**src/rtl/snif_mbox.sv**
```systemverilog
// snif_mbox: mailbox receiver behind the last-address write sniffer.
// Captures data written to the all-ones address and, on the sniffer's detect
// pulse, queues it in a show-ahead FIFO with a level interrupt and a sticky
// overflow flag.

`ifndef ADR_WIDTH
`define ADR_WIDTH 16
`endif

module snif_mbox #(
    parameter int unsigned ADR_WIDTH = `ADR_WIDTH,
    parameter int unsigned DAT_WIDTH = 16,
    parameter int unsigned DEPTH     = 4
) (
    input  logic                       clk_i,
    input  logic                       rst_ni,
    input  logic [ADR_WIDTH-1:0]       adr_i,
    input  logic [DAT_WIDTH-1:0]       dat_i,
    input  logic                       we_i,
    input  logic                       detect_i,
    input  logic                       rd_i,
    input  logic                       clr_i,
    output logic [DAT_WIDTH-1:0]       dat_o,
    output logic                       valid_o,
    output logic [$clog2(DEPTH):0]     count_o,
    output logic                       ovf_o,
    output logic                       irq_o
);

    localparam int unsigned PW = $clog2(DEPTH);
    localparam int unsigned CW = PW + 1;

    logic [DAT_WIDTH-1:0] cap_q;
    logic [DAT_WIDTH-1:0] mem_q [DEPTH];
    logic [PW-1:0]        wp_q, rp_q;
    logic [CW-1:0]        count_q, count_d;
    logic                 ovf_q, ovf_d;
    logic                 irq_q;

    logic                 cap_en;
    logic                 empty, full;
    logic                 do_pop, do_push, drop;

    // Decode push/pop/drop and the next occupancy and overflow state.
    always_comb begin
        cap_en  = (&adr_i) && we_i;
        empty   = (count_q == '0);
        full    = (count_q == CW'(DEPTH));
        do_pop  = rd_i && !empty;
        // A push into a full FIFO is only accepted if a pop frees a slot this cycle.
        do_push = detect_i && (!full || do_pop);
        drop    = detect_i && full && !do_pop;

        count_d = count_q;
        if (do_push && !do_pop) begin
            count_d = count_q + CW'(1);
        end else if (do_pop && !do_push) begin
            count_d = count_q - CW'(1);
        end

        // Set beats clear when a drop and a clear coincide.
        ovf_d = ovf_q;
        if (drop) begin
            ovf_d = 1'b1;
        end else if (clr_i) begin
            ovf_d = 1'b0;
        end
    end

    // Control state: capture register, pointers, occupancy, flags.
    always_ff @(posedge clk_i or negedge rst_ni) begin
        if (!rst_ni) begin
            cap_q   <= '0;
            wp_q    <= '0;
            rp_q    <= '0;
            count_q <= '0;
            ovf_q   <= 1'b0;
            irq_q   <= 1'b0;
        end else begin
            // Push above reads the old cap_q, so back-to-back writes queue in order.
            if (cap_en) begin
                cap_q <= dat_i;
            end
            if (do_push) begin
                wp_q <= wp_q + PW'(1);
            end
            if (do_pop) begin
                rp_q <= rp_q + PW'(1);
            end
            count_q <= count_d;
            ovf_q   <= ovf_d;
            irq_q   <= (count_d != '0) || ovf_d;
        end
    end

    // Storage array; contents after reset are don't-care.
    always_ff @(posedge clk_i) begin
        if (do_push) begin
            mem_q[wp_q] <= cap_q;
        end
    end

    // Show-ahead outputs.
    always_comb begin
        dat_o   = empty ? '0 : mem_q[rp_q];
        valid_o = !empty;
        count_o = count_q;
        ovf_o   = ovf_q;
        irq_o   = irq_q;
    end

endmodule

```
**config.mk**
```make
export PLATFORM = sky130hd
export DESIGN_NAME = snif_mbox
export DESIGN_NICKNAME = d
export VERILOG_FILES = /design/src/rtl/snif_mbox.sv
export SDC_FILE = /design/constraint.sdc
export NUM_CORES = 1
export LEC_CHECK = 0
export BUFFER_PORTS_ARGS = -buffer_cell sky130_fd_sc_hd__buf_2
export CAP_MARGIN = 20
export CORE_MARGIN = 2
export CORE_UTILIZATION = 55
export CTS_CLUSTER_SIZE = 12
export DETAILED_ROUTE_END_ITERATION = 10
export PLACE_DENSITY = 0.78
export SETUP_SLACK_MARGIN = 0.15
export SYNTH_ARGS = -nofsm -noshare
export SYNTH_HDL_FRONTEND = slang
export SYNTH_SLANG_ARGS = --single-unit
```
**constraint.sdc**
```tcl
create_clock -name clk_i -period 2.45 [get_ports clk_i]
set_input_delay 0.245 -clock clk_i [delete_from_list [all_inputs] [get_ports clk_i]]
set_output_delay 0.245 -clock clk_i [all_outputs]
set_load 0.05 [all_outputs]
```
# Yosys cells after proc, flatten, opt, wreduce, memory -nomap -nowiden
# Memory sizes are Yosys's and may differ from the RTL's.
# Cells that the tools add are included.
[classes]
shifts = 0
div = 0
reduce_logical = 16
n_lt_le_gt_ge = 0
muxes = 7
eq_ne = 1
n_addsub = 4
bitwise_logic = 0
mul = 0
[ops]
columns = ["operator", "count"]
rows = [
  ["$mux 16", 1],
  ["$reduce_and 16->1", 1],
  ["$logic_and 1x1->1", 7],
  ["$mux 3", 2],
  ["$add 2x1->2 const B", 2],
  ["$logic_not 1->1", 4],
  ["$mux 1", 4],
  ["$add 3x1->3 const B", 1],
  ["$eq 3x3->1 const B", 1],
  ["$logic_not 3->1", 1],
  ["$reduce_bool 3->1", 1],
  ["$sub 3x1->3 const B", 1],
  ["$logic_or 1x1->1", 2],
]
[word_totals]
latch_bits = 0
word_cells = 35
mem_bits_ro = 0
input_bits = 38
ram_bits = 64
output_inout_bits = 22
n_memories = 1
register_bits = 25
[memory_table]
columns = ["name", "words", "word_bits", "read_ports", "rd_ports_with_merged_regs", "write_ports", "line_no", "source"]
rows = [
  ["mem_q", 4, 16, 1, 0, 1, "34", "logic [DAT_WIDTH-1:0] mem_q [DEPTH];"],
]

# Logic depth before layout (Yosys ltp)
# Gate-level depths: netlist (run 1).
[depth]
word_depth = 11
ltp_mapped = 6
ltp_nobuf = 6

# Worst setup path before layout (run 1)
# Ideal clock, no wire load.
[synth_timing]
path_kind = "register to output"
start = "reg count_q[1], in the netlist count_o[1]"
end = "out dat_o[1]"
required_ns = 2.205
stages_incl_launch_ff = 7
arrival_ns = 2.567
slack_ns = -0.362
path_buffers = 2
path_cell_list = "dfrtp_1 inv_1 ha_1 nand2b_1 clkbuf_1 clkbuf_1 and2_1"
[synth_via]
elab_chain_len = 2
[synth_rtl]
columns = ["element", "line_no", "source"]
rows = [
  ["from (decl)", "36", "logic [CW-1:0] count_q, count_d;"],
  ["from (signal assigned)", "90", "count_q <= count_d;"],
  ["$logic_not 3->1", "47", "empty = (count_q == '0);"],
  ["$mux 16", "105", "dat_o = empty ? '0 : mem_q[rp_q];"],
  ["to (decl)", "23", "output logic [DAT_WIDTH-1:0] dat_o,"],
]
# Every way passes these cells.

# Worst setup path in the final report (run 1)
[layout_timing]
start = "reg rp_q[1]"
end = "out dat_o[4]"
[layout_via]
elab_chain_len = 2
[layout_rtl]
columns = ["element", "line_no", "source"]
rows = [
  ["from (decl)", "35", "logic [PW-1:0] wp_q, rp_q;"],
  ["from (signal assigned)", "88", "rp_q <= rp_q + PW'(1);"],
  ["$mem_v2 4x16", "n/a", ""],
  ["$mux 16", "105", ""],
]
# Every way passes these cells.

==> results of run 1 <==
-- sequential cells by signal, indices dropped and copies added, names as in the netlist --
name and count:
mem_q 64, wp_q 2, rp_q 2, ovf_o 1, count_o 3, cap_q 16, irq_o 1
-- worst paths after layout --
check | end | slack (ps) | cells after the start
setup / recovery | dat_o[4] | 260 | 4
hold / removal | ovf_o | 90 | 2
setup reg to reg | mem_q[2][4] | 320 | 6
hold reg to reg | mem_q[0][12] | 520 | 0
max in group asynchronous | rp_q[0] | 1590 | 2
min in group asynchronous | cap_q[11] | 430 | 2
-- cell type report --
type                       count  area, µm²
clock inverter                 4      76.32
sequential                    89       2551
timing repair buffer          68      381.6
tap                           77      96.34
clock buffer                  12      145.1
fill                         425       2068
inverter                       7      26.28
multi-input combinational    100       1041
-- critical path, stage by stage (launching register included) --
cell	delay [ps]
sky130_fd_sc_hd__dfrtp_1	640
sky130_fd_sc_hd__buf_4	270
sky130_fd_sc_hd__mux4_2	300
sky130_fd_sc_hd__and2_2	190
sky130_fd_sc_hd__buf_2	200
-- timing repair --
item / 4_1_cts / 5_1_grt
resized for setup: 1 / 3
endpoints found under the hold margin: 25 / 0
cloned: 0 / 0
endpoints found under the setup margin: 5 / 43
pin swaps: 0 / 0
hold buffers: 1 / 0
-- cells in the mapped netlist (2+ instances only) --
cell type	n	area [µm²]
sky130_fd_sc_hd__nor2b_1	4	25.02
sky130_fd_sc_hd__mux2_1	10	112.6
sky130_fd_sc_hd__nand2_1	4	15.01
sky130_fd_sc_hd__ha_1	7	87.58
sky130_fd_sc_hd__nand4_1	3	18.77
sky130_fd_sc_hd__dfrtp_1	25	625.6
sky130_fd_sc_hd__mux2_2	6	67.56
sky130_fd_sc_hd__nand2b_1	3	18.77
sky130_fd_sc_hd__xnor2_1	4	35.03
sky130_fd_sc_hd__inv_1	7	26.28
sky130_fd_sc_hd__nand3_1	4	20.02
sky130_fd_sc_hd__and2_1	20	125.1
sky130_fd_sc_hd__clkbuf_1	2	7.510
sky130_fd_sc_hd__mux4_2	16	360.4
sky130_fd_sc_hd__edfxtp_1	64	1922
sky130_fd_sc_hd__buf_2	4	20.02
sky130_fd_sc_hd__o21ai_0	4	20.02
sky130_fd_sc_hd__nand3b_1	3	22.52
sky130_fd_sc_hd__a21oi_1	2	10.01
-- power by group --
group / switching [mW] / total, mW / internal (mW)
clock network: 0.469 / 1.07 / 0.605
logic: 1.52 / 2.34 / 0.827
registers: 0.147 / 2.05 / 1.90
total: 2.13 / 5.46 / 3.33
-- kinds of logic after synthesis --
logic type | after synthesis
DFF | 89
and+or+nand+nor | 46
muxes | 33
buffers and inverters | 16
AOI/OAI and AO/OA | 10
adders and majority gates | 7
xor gates and xnor gates | 4
-- stage by stage --
step | std cells | util, %
2_1_floorplan | 205 | -
3_3_place_gp | 340 | 63.85
3_5_place_dp | 340 | 63.85
4_1_cts | 357 | 67.50
5_1_grt | 357 | 67.61
6_report | 357 | 67.61
-- metal layers --
layer | vias to the layer above | wire length [µm] | global-route usage (%)
li1 | 917 | - | -
met1 | 975 | 2408 | 23.22
met2 | 36 | 3199 | 29.19
met3 | 4 | 282 | 6.907
met4 | 0 | 36 | 4.618
met5 | - | 0 | 0
==> results_tabular.tex, run 1 <==
\begin{tabular}{lr}
\hline
Metric & Value \\
\hline
\multicolumn{2}{l}{\textbf{Logic synthesis}} \\
Distinct cell type count of the synthesized netlist & 32 \\
Warnings, synthesis & 0 \\
Netlist area before placement & 3648 µm² \\
Flip-flop and latch count after synthesis & 89 \\
Share of cell area taken by muxes after synthesis & 15.09\% \\
Synthesized Nets & 250 \\
Synthesized-area fraction occupied by adder cells & 2.401\% \\
Synthesized-area fraction occupied by xor and xnor cells & 0.9602\% \\
Part of the Yosys area used for sequential elements & 69.82\% \\
Share of the synthesized area in compound gates (AO/OA/AOI/OAI) & 1.783\% \\
Mean Syn Cell Area & 17.80 µm² \\
Synthesized instance count & 205 \\
Simple-gate share of the synthesized area & 7.853\% \\
Main synth FF type & sky130\_fd\_sc\_hd\_\_edfxtp\_1 \\
Fraction of registers with async set or reset after synthesis & 28.09\% \\
Combinational family with the most area after synthesis & multiplexers \\
EDFF count, synth & 64 \\
\multicolumn{2}{l}{\textbf{Placed design}} \\
DP HPWL & 4014 µm \\
Port Buf Inserts & 59 \\
Worst setup slack before clock tree synthesis & 253.7 ps \\
Cell Area, Placed & 4078 µm² \\
Routability cong. & 0.7060 \\
\multicolumn{2}{l}{\textbf{Final layout}} \\
Ratio of cells with drive above 1 in the final layout & 42.14\% \\
Layout Area Growth over Synthesis & 18.35\% \\
Antenna fix cells & 0 \\
Top library cells by usage in the layout, fill and taps aside & sky130\_fd\_sc\_hd\_\_edfxtp\_1 (64), sky130\_fd\_sc\_hd\_\_buf\_2 (59), sky130\_fd\_sc\_hd\_\_dfrtp\_1 (22), sky130\_fd\_sc\_hd\_\_mux4\_2 (16) \\
Finished layout cell area & 4318 µm² \\
Net count of the finished layout & 320 \\
Most frequent standard cell in the layout excluding fill and tap cells & sky130\_fd\_sc\_hd\_\_edfxtp\_1 \\
\multicolumn{2}{l}{\textbf{Pwr}} \\
Power density relative to cell area & 1266 nW/µm² \\
Cell leakage power & 1.757 nW \\
Sum of internal, switching and leakage power & 5.465 mW \\
Peak VDD IR & 0.8971 mV \\
\multicolumn{2}{l}{\textbf{Floorplan}} \\
Initial cell density of the core & 57.13\% \\
Die boundary width & 85.45 µm \\
I/O pins & 60 \\
FP Rows & 29 \\
Area of the die & 7301 µm² \\
Core region area & 6386 µm² \\
Chip Height & 85.45 µm \\
\multicolumn{2}{l}{\textbf{STA}} \\
Setup slack after layout & 262.6 ps \\
Headroom to the max-slew limit & 60.37\% \\
Post-layout min period & 2187 ps \\
Final hold viol count & 0 \\
RSZ-0062 raised after global routing & no \\
Sum of negative setup slack & 0 ps \\
Final clock skew & 11.21 ps \\
Setup-violating endpoint count in the final report & 0 \\
Worst Tran Pin Value & 594.4 ps \\
Max-slew violation total from the final report & 0 \\
Share of the cycle needed by the critical path after routing & 89.28\% \\
Highest clock rate & 457.2 MHz \\
Final worst hold slack & 93.90 ps \\
\multicolumn{2}{l}{\textbf{Min path}} \\
Critical hold path startpoint & clr\_i \\
Path category of the worst min-delay check & primary input to flip-flop \\
\multicolumn{2}{l}{\textbf{CTS}} \\
CTS tree & done \\
Register clock-pin slew on the reported worst setup and hold paths & 80 ps \\
Inserted Clock Buffers & 9 \\
Max Buffers Root-to-Sink & 2 \\
CTS H-tree depth & 3 \\
Setup Fix Bufs, Post-CTS & 0 \\
Clock root buffer & sky130\_fd\_sc\_hd\_\_clkbuf\_8 \\
Later-pin clock latency in the skew report & 350 ps \\
Clock tree sinks & 89 \\
\multicolumn{2}{l}{\textbf{Routing}} \\
Post-Route WL & 5926 µm \\
Count of vias placed by the detailed router & 1932 \\
Number of search-and-repair iterations in the first detailed-routing pass & 4 \\
Remaining design rule violation count & 0 \\
Via density per instance & 5.412 \\
Routed wirelength normalized by instance count & 16.60 µm \\
Initial detailed-routing violation count & 77 \\
Antenna-violating nets left & 0 \\
\multicolumn{2}{l}{\textbf{Status}} \\
Status & complete, no violations \\
\multicolumn{2}{l}{\textbf{Global route}} \\
Vias in the first global route & 1948 \\
Initial antenna violation count & 0 \\
Overall global routing resource usage & 18.03\% \\
Largest net degree at the start of global routing & 26 \\
Global-route wire length before repair & 9680 µm \\
Aggregate global routing overflow & 0 \\
\multicolumn{2}{l}{\textbf{Worst setup path}} \\
Crit Path Class & flip-flop to output port \\
Origin of the critical flop-to-flop path & count\_o[1] \\
Data arrival time of the worst path & 1940 ps \\
Setup crit start kind & flip-flop \\
Data required, critical path & 2200 ps \\
Critical Path Start & rp\_q[1] \\
Kind of end point of the critical path & output port \\
Max Fanout on Critical Path & 10 \\
\multicolumn{2}{l}{\textbf{Flow run}} \\
Number of maximum-capacitance constraint violations & 0 \\
\hline
\end{tabular}
No activity file was read; power rests on OpenSTA's default activity.
==> run 2, diff against run 1 <==
--- a/config.mk
+++ b/config.mk
@@ -7,11 +7,11 @@
 export LEC_CHECK = 0
 export BUFFER_PORTS_ARGS = -buffer_cell sky130_fd_sc_hd__buf_2
 export CAP_MARGIN = 20
-export CORE_MARGIN = 2
-export CORE_UTILIZATION = 55
+export CORE_MARGIN = 1
+export CORE_UTILIZATION = 50
 export CTS_CLUSTER_SIZE = 12
 export DETAILED_ROUTE_END_ITERATION = 10
-export PLACE_DENSITY = 0.78
+export PLACE_DENSITY = 0.72
 export SETUP_SLACK_MARGIN = 0.15
 export SYNTH_ARGS = -nofsm -noshare
 export SYNTH_HDL_FRONTEND = slang
==> results_tabular.tex, run 2 (synthesis results as in run 1) <==
\begin{tabular}{lr}
\hline
Metric & Value \\
\hline
\multicolumn{2}{l}{\textbf{CTS}} \\
CTS tree & done \\
Setup Fix Bufs, Post-CTS & 0 (unchanged) \\
Register clock-pin slew on the reported worst setup and hold paths & 80 ps (about the same) \\
Clock root buffer & sky130\_fd\_sc\_hd\_\_clkbuf\_8 \\
Later-pin clock latency in the skew report & 350 ps (about the same) \\
Max Buffers Root-to-Sink & 2 (unchanged) \\
Inserted Clock Buffers & 9 (unchanged) \\
Clock tree sinks & 89 (unchanged) \\
CTS H-tree depth & 3 (unchanged) \\
\multicolumn{2}{l}{\textbf{Pwr}} \\
Share of power burned in the clock network & 19.5\% (-0.2 points) \\
Relative contribution of sequential cells to total power & 36.9\% (-0.6 points) \\
Power density relative to cell area & 1253 nW/µm² (-0.98\%) \\
Combinational Power Share & 43.6\% (+0.7 points) \\
Peak VDD IR & 0.7247 mV (-19\%) \\
Cell leakage power & 1.750 nW (-0.40\%) \\
Switching fraction of total power & 39.40\% (+0.38 points) \\
Sw power & 2.138 mW (+0.24\%) \\
Internal power & 3.288 mW (-1.3\%) \\
\multicolumn{2}{l}{\textbf{Final layout}} \\
Ratio of cells with drive above 1 in the final layout & 41.79\% (-0.36 points) \\
Fillers & 532 (+25\%) \\
Area taken by multi-input logic gates & 1040 µm² (-0.12\%) \\
Top register by number of flip-flops & mem\_q \\
Layout Area Growth over Synthesis & 18.66\% \\
Storage element area & 2550 µm² (about the same) \\
Most frequent standard cell in the layout excluding fill and tap cells & sky130\_fd\_sc\_hd\_\_edfxtp\_1 \\
Top library cells by usage in the layout, fill and taps aside & sky130\_fd\_sc\_hd\_\_edfxtp\_1 (64), sky130\_fd\_sc\_hd\_\_buf\_2 (59), sky130\_fd\_sc\_hd\_\_dfrtp\_1 (23), sky130\_fd\_sc\_hd\_\_mux4\_2 (16) \\
Antenna fix cells & 0 (unchanged) \\
Net count of the finished layout & 320 (unchanged) \\
Number of flip-flops under the largest register name & 64 (unchanged) \\
\multicolumn{2}{l}{\textbf{Worst setup path}} \\
Origin of the critical flop-to-flop path & count\_o[1] \\
Critical Path Start & rp\_q[0] \\
Setup crit start kind & flip-flop \\
Kind of end point of the critical path & output port \\
Max Fanout on Critical Path & 18 (+8) \\
CP bufs+invs & 2 (unchanged) \\
Worst path max stage delay & 540 ps (-100 ps) \\
Data arrival time of the worst path & 1910 ps (-30 ps) \\
Data required, critical path & 2200 ps (about the same) \\
Cell count of the worst reg-to-reg path & 5 (-1) \\
Critical path cell sequence & buf\_6 -> mux4\_2 -> and2\_2 -> buf\_2 \\
Cell family with the largest share of critical-path delay & multiplexers \\
Capture point of the worst reg-to-reg path & mem\_q[0][1] \\
Crit. path cell count & 4 (unchanged) \\
Critical-path top delay cell & sky130\_fd\_sc\_hd\_\_mux4\_2 \\
Setup slack on the worst flop-to-flop path & 350 ps (+30 ps) \\
Crit Path Class & flip-flop to output port \\
Capturing instance or port of the critical path & dat\_o[7] \\
\multicolumn{2}{l}{\textbf{Global route}} \\
Aggregate global routing overflow & 0 (unchanged) \\
Vias in the first global route & 1885 (-3.2\%) \\
Global-route wire length before repair & 9673 µm (about the same) \\
Overall global routing resource usage & 17.93\% (-0.097 points) \\
Initial antenna violation count & 0 (unchanged) \\
Largest net degree at the start of global routing & 26 (unchanged) \\
\multicolumn{2}{l}{\textbf{Min path}} \\
Hold Path Depth & 2 (unchanged) \\
Path category of the worst min-delay check & primary input to flip-flop \\
\multicolumn{2}{l}{\textbf{STA}} \\
RSZ-0062 raised after global routing & no \\
Headroom to the max-slew limit & 59.82\% (-0.55 points) \\
Highest clock rate & 464.7 MHz (+1.6\%) \\
Max-slew violation total from the final report & 0 (unchanged) \\
Share of the cycle needed by the critical path after routing & 87.84\% (-1.4 points) \\
Worst Tran Pin Value & 602.7 ps (+8.259 ps) \\
Final clock skew & 6.737 ps (-4.474 ps) \\
Final hold viol count & 0 (unchanged) \\
Final worst hold slack & 103.7 ps (+9.776 ps) \\
Sum of negative setup slack & 0 ps (unchanged) \\
Setup-violating endpoint count in the final report & 0 (unchanged) \\
Post-layout min period & 2152 ps (-35.37 ps) \\
\multicolumn{2}{l}{\textbf{Routing}} \\
Antenna-violating nets left & 0 (unchanged) \\
Number of search-and-repair iterations in the first detailed-routing pass & 4 (unchanged) \\
Remaining design rule violation count & 0 (unchanged) \\
Routed wirelength normalized by instance count & 16.34 µm (-1.6\%) \\
Via density per instance & 5.165 (-4.6\%) \\
Count of vias placed by the detailed router & 1942 (+0.52\%) \\
Post-Route WL & 6143 µm (+3.7\%) \\
Initial detailed-routing violation count & 110 (+43\%) \\
\multicolumn{2}{l}{\textbf{Status}} \\
Status & complete, no violations \\
\multicolumn{2}{l}{\textbf{Placed design}} \\
Port Buf Inserts & 59 (unchanged) \\
DP HPWL & 4055 µm (+1.0\%) \\
Routability cong. & 0.7623 (+8.0\%) \\
\multicolumn{2}{l}{\textbf{Floorplan}} \\
Initial cell density of the core & 52.83\% (-4.3 points) \\
Chip Height & 87.42 µm (+2.3\%) \\
Area of the die & 7642 µm² (+4.7\%) \\
Die boundary width & 87.42 µm (+2.3\%) \\
Core region area & 6907 µm² (+8.2\%) \\
FP Rows & 30 (+3.4\%) \\
I/O pins & 60 (unchanged) \\
\multicolumn{2}{l}{\textbf{Flow run}} \\
Number of maximum-capacitance constraint violations & 0 (unchanged) \\
\hline
\end{tabular}
[run 2: area by class of cell]
type | count | share of cell area, %
Clock inverter | 5 | 1.850
Multi-Input combinational cell | 100 | 24.02
Clock buffer | 11 | 3.035
Sequential cell | 89 | 58.90
Timing Repair Buffer | 68 | 8.815
Tap cell | 96 | 2.775
Inverter | 7 | 0.6069
[run 2: worst register-to-register path, delay by kind of cell (launching register included)]
family                   cells  cell delay, ps
flip-flops                   1             440
buffers and inverters        1              80
adder cells (fa/ha/maj)      1             230
AND/OR/NAND/NOR              3            1000
[run 2: worst min-delay path by stage]
stage,start,end,slack (ps)
final,dat_i[10],cap_q[10],100
after global placement,rst_ni,cap_q[2],290
after global routing,dat_i[4],cap_q[4],90
after CTS,dat_i[4],cap_q[4],90
after floorplan,rst_ni,cap_q[0],-50
after detailed placement,rst_ni,cap_q[2],290
[run 2: per-stage QoR]
step | cells | instance area [µm²] | total power, mW | util, % | setup WS [ps]
4_1_cts | 376 | 4323 | 5.470 | 62.59 | 185.9
2_1_floorplan | 205 | 3665 | 3.876 | - | 207.4
5_1_grt | 376 | 4329 | 5.701 | 62.68 | 157.1
6_report | 376 | 4329 | 5.425 | 62.68 | 298.0
3_3_place_gp | 359 | 4101 | 4.382 | 59.38 | 350.0
3_5_place_dp | 359 | 4101 | 4.408 | 59.38 | 271.8
[run 2: repair_timing]
item                                    in CTS  in global routing
hold buffers                                 1                  0
hold endpoints to repair                    25                  0
gates resized for setup                      0                  2
endpoints found under the setup margin       0                 44
[run 2: power groups by stage]
stage          Clock (mW)  Combinational, mW  Sequential (mW)
2_1_floorplan           0               1.76             2.12
6_report             1.06               2.36             2.00
5_1_grt              1.14               2.53             2.03
3_5_place_dp            0               2.37             2.04
3_3_place_gp            0               2.36             2.02
4_1_cts              1.08               2.38             2.00
[run 2: per-layer routing]
metal / vias up / part of all wire, % / GRT usage [%] / wire length [µm]
met2: 42 / 50 / 29.26 / 3041
met1: 977 / 46 / 23.65 / 2812
li1: 915 / - / - / -
met4: 0 / 1.5 / 7.601 / 93
met3: 8 / 3.2 / 3.602 / 196
met5: - / 0 / 0 / 0
